[src/rtl/uart_rx_if.sv]
// uart_rx_if: received-byte bundle from uart_rx to its consumer.
// Carries the byte, the completion pulse, the per-frame error flags and the busy status.
`default_nettype none

interface uart_rx_if;
    logic [7:0] data_o;
    logic       valid_o;
    logic       parity_err_o;
    logic       crc_err_o;
    logic       frame_err_o;
    logic       busy_o;

    modport master (
        output data_o, valid_o, parity_err_o, crc_err_o, frame_err_o, busy_o
    );

    modport slave (
        input  data_o, valid_o, parity_err_o, crc_err_o, frame_err_o, busy_o
    );
endinterface

`default_nettype wire

[src/rtl/uart_rx.sv]
// uart_rx: oversampling UART receiver with even parity, optional CRC-8 byte and stop-bit check.
// Reports each completed frame with a one-cycle valid pulse and registered error flags.
`default_nettype none

module uart_rx #(
    parameter int OVERSAMPLE = 16
) (
    input  wire logic  clk_i,
    input  wire logic  rst_i,
    input  wire logic  rx_i,
    input  wire logic  sample_tick_i,
    input  wire logic  crc_en_i,
    uart_rx_if.master  out_if
);

    localparam int             TW      = $clog2(OVERSAMPLE);
    localparam logic [TW-1:0]  HALF_M1 = TW'(OVERSAMPLE / 2 - 1);
    localparam logic [TW-1:0]  FULL_M1 = TW'(OVERSAMPLE - 1);
    localparam logic [7:0]     POLY    = 8'h07;

    typedef enum logic [2:0] {
        S_IDLE   = 3'd0,
        S_START  = 3'd1,
        S_DATA   = 3'd2,
        S_PARITY = 3'd3,
        S_CRC    = 3'd4,
        S_STOP   = 3'd5
    } state_t;

    state_t          state_q;
    logic            sync1_q, sync2_q, prev_q;
    logic [TW-1:0]   tcnt_q;
    logic [2:0]      bcnt_q;
    logic [7:0]      shreg_q, crc_q, cmp_q;
    logic            crc_en_q, par_acc_q, crc_acc_q;
    logic [7:0]      data_q;
    logic            valid_q, par_err_q, crc_err_q, frame_err_q, busy_q;

    logic            line, fall, sample_now, fb;
    logic [7:0]      shreg_d, crc_d, cmp_d;

    always_comb begin
        line       = sync2_q;
        fall       = prev_q & ~sync2_q;
        sample_now = 1'b0;
        if (state_q != S_IDLE && sample_tick_i)
            sample_now = (tcnt_q == ((state_q == S_START) ? HALF_M1 : FULL_M1));
        shreg_d = {line, shreg_q[7:1]};
        fb      = crc_q[7] ^ line;
        crc_d   = {crc_q[6:0], 1'b0} ^ (fb ? POLY : 8'h00);
        cmp_d   = {cmp_q[6:0], line};
    end

    always_ff @(posedge clk_i or negedge rst_i) begin
        if (!rst_i) begin
            state_q     <= S_IDLE;
            sync1_q     <= 1'b1;
            sync2_q     <= 1'b1;
            prev_q      <= 1'b1;
            tcnt_q      <= '0;
            bcnt_q      <= '0;
            shreg_q     <= '0;
            crc_q       <= '0;
            cmp_q       <= '0;
            crc_en_q    <= 1'b0;
            par_acc_q   <= 1'b0;
            crc_acc_q   <= 1'b0;
            data_q      <= '0;
            valid_q     <= 1'b0;
            par_err_q   <= 1'b0;
            crc_err_q   <= 1'b0;
            frame_err_q <= 1'b0;
            busy_q      <= 1'b0;
        end else begin
            sync1_q <= rx_i;
            sync2_q <= sync1_q;
            prev_q  <= sync2_q;
            valid_q <= 1'b0;

            // Every sample point restarts the count, so the next bit centre is OVERSAMPLE ticks later.
            if (state_q != S_IDLE && sample_tick_i)
                tcnt_q <= sample_now ? '0 : tcnt_q + 1'b1;

            case (state_q)
                S_IDLE: begin
                    tcnt_q <= '0;
                    if (fall) begin
                        state_q   <= S_START;
                        busy_q    <= 1'b1;
                        crc_en_q  <= crc_en_i;
                        crc_q     <= '0;
                        bcnt_q    <= '0;
                        crc_acc_q <= 1'b0;
                    end
                end
                S_START: begin
                    if (sample_now) begin
                        if (!line) begin
                            state_q <= S_DATA;
                        end else begin
                            state_q <= S_IDLE;
                            busy_q  <= 1'b0;
                        end
                    end
                end
                S_DATA: begin
                    if (sample_now) begin
                        shreg_q <= shreg_d;
                        crc_q   <= crc_d;
                        bcnt_q  <= bcnt_q + 3'd1;
                        if (bcnt_q == 3'd7)
                            state_q <= S_PARITY;
                    end
                end
                S_PARITY: begin
                    if (sample_now) begin
                        par_acc_q <= (line != ^shreg_q);
                        bcnt_q    <= '0;
                        state_q   <= crc_en_q ? S_CRC : S_STOP;
                    end
                end
                S_CRC: begin
                    if (sample_now) begin
                        cmp_q  <= cmp_d;
                        bcnt_q <= bcnt_q + 3'd1;
                        if (bcnt_q == 3'd7) begin
                            crc_acc_q <= (cmp_d != crc_q);
                            state_q   <= S_STOP;
                        end
                    end
                end
                S_STOP: begin
                    if (sample_now) begin
                        data_q      <= shreg_q;
                        par_err_q   <= par_acc_q;
                        crc_err_q   <= crc_acc_q;
                        frame_err_q <= ~line;
                        valid_q     <= 1'b1;
                        busy_q      <= 1'b0;
                        state_q     <= S_IDLE;
                    end
                end
                default: state_q <= S_IDLE;
            endcase
        end
    end

    assign out_if.data_o       = data_q;
    assign out_if.valid_o      = valid_q;
    assign out_if.parity_err_o = par_err_q;
    assign out_if.crc_err_o    = crc_err_q;
    assign out_if.frame_err_o  = frame_err_q;
    assign out_if.busy_o       = busy_q;

endmodule

`default_nettype wire

[src/flat_wrapper.sv]
// flat-port wrapper written by rule: the top's interface ports become plain ports
module uart_rx_flat 
#(
    parameter int OVERSAMPLE = 16
)
  (clk_i, rst_i, rx_i, sample_tick_i, crc_en_i, out_if_data_o, out_if_valid_o, out_if_parity_err_o, out_if_crc_err_o, out_if_frame_err_o, out_if_busy_o);
  uart_rx_if out_if_i ();
  input  wire logic clk_i;
  input  wire logic rst_i;
  input  wire logic rx_i;
  input  wire logic sample_tick_i;
  input  wire logic crc_en_i;
  output wire logic [$bits(out_if_i.data_o)-1:0] out_if_data_o;
  output wire logic [$bits(out_if_i.valid_o)-1:0] out_if_valid_o;
  output wire logic [$bits(out_if_i.parity_err_o)-1:0] out_if_parity_err_o;
  output wire logic [$bits(out_if_i.crc_err_o)-1:0] out_if_crc_err_o;
  output wire logic [$bits(out_if_i.frame_err_o)-1:0] out_if_frame_err_o;
  output wire logic [$bits(out_if_i.busy_o)-1:0] out_if_busy_o;
  assign out_if_data_o = out_if_i.data_o;
  assign out_if_valid_o = out_if_i.valid_o;
  assign out_if_parity_err_o = out_if_i.parity_err_o;
  assign out_if_crc_err_o = out_if_i.crc_err_o;
  assign out_if_frame_err_o = out_if_i.frame_err_o;
  assign out_if_busy_o = out_if_i.busy_o;
  uart_rx #(.OVERSAMPLE(OVERSAMPLE)) u_core (.clk_i(clk_i), .rst_i(rst_i), .rx_i(rx_i), .sample_tick_i(sample_tick_i), .crc_en_i(crc_en_i), .out_if(out_if_i));
endmodule
[config.mk]
export PLATFORM = sky130hd
export DESIGN_NAME = uart_rx_flat
export DESIGN_NICKNAME = d
export VERILOG_FILES = /design/src/rtl/uart_rx_if.sv /design/src/rtl/uart_rx.sv /design/src/flat_wrapper.sv
export SDC_FILE = /design/constraint.sdc
export NUM_CORES = 1
export LEC_CHECK = 0
export ABC_AREA = 1
export CAP_MARGIN = 20
export CELL_PAD_IN_SITES_DETAIL_PLACEMENT = 1
export CELL_PAD_IN_SITES_GLOBAL_PLACEMENT = 1
export CORE_UTILIZATION = 45
export CTS_CLUSTER_DIAMETER = 30
export DETAILED_ROUTE_END_ITERATION = 10
export GPL_TIMING_DRIVEN = 1
export PLACE_DENSITY = 0.86
export SYNTH_ARGS = -nofsm -noshare
export SYNTH_HDL_FRONTEND = slang
export SYNTH_SLANG_ARGS = --single-unit
[constraint.sdc]
create_clock -name clk_i -period 3 [get_ports clk_i]
set_input_delay 0.6 -clock clk_i [delete_from_list [all_inputs] [get_ports clk_i]]
set_output_delay 0.6 -clock clk_i [all_outputs]
set_load 0.05 [all_outputs]
# After elaboration in Yosys (flattened, before gate mapping)
# Index checks and enable logic that the tools add are counted.
[word_totals]
wordCells = 97
latch_bits = 0
memories = 0
out_inout_bits = 13
ram_bits = 0
romBits = 0
reg_bits = 52
[op_classes]
n_eq_ne = 19
shift = 0
mul = 0
muxes = 34
div = 0
bitwise_logic = 4
n_reduce_logical = 20
magnitude_cmp = 0
n_addsub = 2
[op_table]
columns = ["op", "n"]
rows = [
  ["two-way mux 3 bit", 11],
  ["inequality test 2 x 1 -> 1 bit (second input constant)", 10],
  ["one-hot mux 3 bit (6 select lines)", 1],
  ["two-way mux 4 bit", 4],
  ["two-way mux 8 bit", 2],
  ["one-hot mux 8 bit (2 select lines)", 1],
  ["two-way mux 1 bit", 11],
  ["AND reduction 2 bit", 5],
  ["equality test 3 bit (second input constant)", 3],
  ["one-hot mux 3 bit (3 select lines)", 1],
  ["nonzero test 3 bit", 3],
  ["inequality test 8 bit", 1],
  ["AND reduction 4 bit", 2],
  ["AND reduction 8 bit", 1],
  ["parity 8 bit", 1],
  ["XOR 8 bit", 1],
  ["equality test 3 x 2 -> 1 bit (second input constant)", 2],
  ["nonzero test 2 bit", 3],
  ["AND reduction 5 bit", 1],
  ["adder 4 x 1 -> 4 bit (second input constant)", 1],
  ["equality test 4 bit", 1],
  ["adder 3 x 1 -> 3 bit (second input constant)", 1],
  ["equality test 3 x 1 -> 1 bit (second input constant)", 1],
  ["zero test 3 bit", 1],
  ["other kinds (10)", 10],
]

# Depth between registers and ports, before layout
[logic_depth]
word_depth = 7
ltp_mapped = 11
mapped_depth_nobuf = 11

# Worst setup path after synthesis
# OpenSTA, ideal clock, no wires.
[synth_timing]
path_type = "input to register"
startpoint = "input sample_tick_i"
endpoint = "register u_core.crc_q[3]"
path_buffers = 2
required_time_ns = 2.883
path_slack_ns = 1.412
cell_stages = 9
arrival_time_ns = 1.471
setup_time_ns = 0.117
cell_sequence = "inv_1 a21oi_4 inv_2 nor2_4 nand2_2 buf_6 buf_6 nand3_1 nand2_1"
[synth_between]
elab_chain_len = 4
[synth_rtl]
columns = ["item", "line_no", "rtl"]
rows = [
  ["start, declared", "flat_wrapper.sv:11", "input wire logic sample_tick_i;"],
  ["logical AND 1 bit", "uart_rx.sv:46", "if (state_q != S_IDLE && sample_tick_i)"],
  ["two-way mux 1 bit", "uart_rx.sv:46", ""],
  ["inequality test 2 x 1 -> 1 bit (no line)", "-", ""],
  ["AND reduction 3 bit (no line)", "-", ""],
  ["end signal, assigned", "uart_rx.sv:109", "crc_q <= crc_d;"],
  ["end, declared", "uart_rx.sv:34", "logic [7:0] shreg_q, crc_q, cmp_q;"],
]
# No other way between the ends.
# A chain may end at the register's enable or synchronous reset.

# Final worst setup path
[layout_timing]
startpoint = "input sample_tick_i"
endpoint = "register u_core.data_q[2] (netlist: u_core.out_if.data_o[2])"
[layout_between]
elab_chain_len = 3
[layout_rtl]
columns = ["item", "line_no", "rtl"]
rows = [
  ["logical AND 1 bit", "uart_rx.sv:46", ""],
  ["two-way mux 1 bit", "uart_rx.sv:46", ""],
  ["AND reduction 2 bit (no line)", "-", ""],
  ["end signal, assigned", "uart_rx.sv:134", "data_q <= shreg_q;"],
  ["end, declared", "uart_rx.sv:36", "logic [7:0] data_q;"],
]
# No other way between the ends.

==> metrics.yaml <==
yosys:
  ys.warnings.count: 0
  synthAdderAreaFrac: 0.0146
  ys_ff_latch: 52
  synth_top_family_by_area: "simple AND/OR/NAND/NOR gates"
  synth.most_common_cell: "nand2_1"
  async_flop_share: 1.00
  yosysSeqAreaShare: 0.506
  synth_ff_type: "dfrtp_1"
  synth.top_cell.area_share: 0.475
  yosys.cell_types.count: 34
  synthCells: 295
  synth_mux_area_frac: 0
  syn_area_um2: 2580
  yosys.area.top_type: "dfrtp_1"
  yosys-top-cells-count: "nand2_1, dfrtp_1, inv_1"
  synth-compound-area-share: 0.118
  synthSimpleGateAreaFrac: 0.252
  syn_nets: 303
  synth-edff-count: 0
  syn_area_per_cell_um2: 8.74
  netlist_top_cells_area: "dfrtp_1, nand2_1, o21ai_0, inv_1, nand3_1"
  synth-xor-area-share: 0.0374
power_and_ir_drop:
  p_switching_w: 0.000731
  power_leakage_nw: 1.38
  p_comb_frac: 0.306
  power_frac_seq: 0.444
  sw_frac_of_total: 0.377
  power_frac_clock: 0.250
  powerDensity_nw_per_um2: 671
  p_total_w: 0.00194
  p_int_w: 0.00121
  ir_drop_v: 0.000241
floorplan:
  fp-row-count: 27
  ioPinCount: 18
  die_h_um: 77.7
  die_w_um: 77.7
  start_util: 0.468
  core_area_um2: 5510
  die-area_um2: 6040
sta:
  drv_slew: 0
  rsz0062_at_grt: "no"
  min_period_over_period: 0.700
  relSlewSlack: 0.572
  fin_crit_ns: 2.10
  final-setup-viol-count: 0
  tns_ns: 0
  fin_worst_skew_ns: 0.00585
  layout_setup_ws_ns: 0.899
  tightest_slew_ns: 0.635
  hold_viol: 0
  clock.fmax_ghz: 0.476
finish:
  drive_above_1_share: 0.143
  n_fill_cell: 672
  nets: 321
  antenna-diode-count: 0
  fin_area_um2: 2890
  area_growth_pct: 12.2
min_path:
  hold_path.class: "primary input to asynchronous set/reset pin"
clock_tree:
  worstSkewPairLatency_ns: 0.31
  clk_transition_reported_paths_ns: 0.10
  cts_resized: 0
  cts-root-buf: "clkbuf_8"
  htreeDepth: 2
  postCtsHoldBufs: 0
  cts_tree: "built"
  cts_sinks: 52
  postCtsSetupRepairBufs: 0
  cts_buffers: 5
  clockBufferDepth: 2
drt:
  drcViolationCount: 0
  first_pass_iters: 4
  avgRoutedWirePerCell_um: 15.0
  antenna_left: 0
  routed_wirelength_um: 5800
  routed_via_density: 5.26
  vias: 2032
  dr.first_iter.drc_count: 118
worst_setup_path:
  path_cells: "clkdlybuf4s50_1 -> inv_1 -> a21oi_4 -> inv_2 -> nor2_4 -> nand2_1 -> o21ai_0"
  cp-start-kind: "primary input"
  cp_slowest_stage_delay_ns: 0.49
  crit_arrival_ns: 2.32
  worstSetupPathType: "primary input to flip-flop"
  cp_max_fo: 20
  crit_slowest_cell: "clkdlybuf4s50_1"
  worst_setup_path_end_kind: "flip-flop"
  cp_data_required_time_ns: 3.22
global_route:
  grt_max_degree: 30
  overflow: 0
  grt_pass1_wl_um: 10100
  grt_pass1_vias: 2155
  grt.total_usage: 0.216
  antenna_found_initial: 0
placement:
  gp_congestion: 0.763
  place_hpwl_um: 4130
  io_buffer_count: 17
  post-place-ws_ns: 0.543
  placed_cell_area_um2: 2780
run:
  max_cap_viol_count: 0
status:
  outcome: "completed"
-- final cells by class --
class	count	area, um^2	share of cell area
flip-flops and latches	52	1310	0.451
multi-input cells	202	1090	0.376
repair buffers	18	173	0.0597
inverters	34	128	0.0441
well taps	72	90.1	0.0311
clock buffers	5	68.8	0.0238
clock inverters	3	42.5	0.0147
-- registers in the layout, summed over array words and instances, names as in the netlist, 3 cells and up --
name and count:
u_core.bcnt_q 3, u_core.tcnt_q 4, u_core.state_q 3, u_core.cmp_q 7, u_core.shreg_q 8, u_core.crc_q 8
u_core.out_if.data_o 8
-- final timing paths --
check	startpoint	to	slack (ns)	depth (start not counted)
min in group clk_i	u_core.sync1_q$_DFF_PN1_	u_core.line$_DFF_PN1_	0.36	0
max in group asynchronous	rst_i	u_core.prev_q$_DFF_PN1_	1.92	2
setup reg to reg	u_core.state_q[0]$_DFFE_PN0P_	u_core.out_if.data_o[2]$_DFFE_PN0P_	1.01	4
setup / recovery	sample_tick_i	u_core.out_if.data_o[2]$_DFFE_PN0P_	0.90	7
hold / removal	rst_i	u_core.tcnt_q[3]$_DFFE_PN0P_	0.26	1
hold reg to reg	u_core.sync1_q$_DFF_PN1_	u_core.line$_DFF_PN1_	0.36	0
-- power by group through the flow --
stage | Clock, W | Combinational [W] | Sequential, W
2_1_floorplan | 0 | 0.000473 | 0.000836
3_3_place_gp | 0 | 0.000541 | 0.000868
3_5_place_dp | 0 | 0.000578 | 0.000873
4_1_cts | 0.000502 | 0.000594 | 0.000861
5_1_grt | 0.000526 | 0.000660 | 0.000871
6_report | 0.000485 | 0.000593 | 0.000862
-- stage by stage --
stage,hold WS [ns],instances,utilization
final,0.263,386,0.526
after global routing,0.294,386,0.526
after CTS,0.279,386,0.526
after detailed placement,0.347,378,0.505
after global placement,0.347,378,0.505
after floorplan,0.304,295,-
-- layer usage --
| layer | vias to the layer above | GRT usage | part of all wire |
|---|---|---|---|
| met2 | 29 | 0.377 | 0.50 |
| met4 | 0 | 0.0887 | 0.021 |
| li1 | 985 | - | - |
| met3 | 11 | 0.0412 | 0.023 |
| met1 | 1007 | 0.259 | 0.46 |
| met5 | - | 0 | 0 |
-- kinds of logic after synthesis --
family	after synthesis
xor+xnor	11
compound gates	49
buf+inv	41
flops	52
fa+ha+maj	3
simple gates	139
-- cell usage in the layout (no fill, tap or decap), drive strengths merged, types with 2 or more instances in the layout --
cell type      count
xnor2              6
nor2              24
nand2             81
clkbuf             5
nand3             19
o21ai             35
ha                 3
inv               34
xor2               5
or2                3
a21oi              7
nand4              6
o21bai             4
nor3               5
dfstp              3
clkdlybuf4s50     16
buf                2
dfrtp             49
-- worst max-delay path: cells and delay by family --
family                 cells  cell delay [ns]
AND/OR/NAND/NOR            2             0.52
AO/OA/AOI/OAI              2             0.54
buffers and inverters      3             0.65
Note: power is estimated with default switching activity, not from simulation.
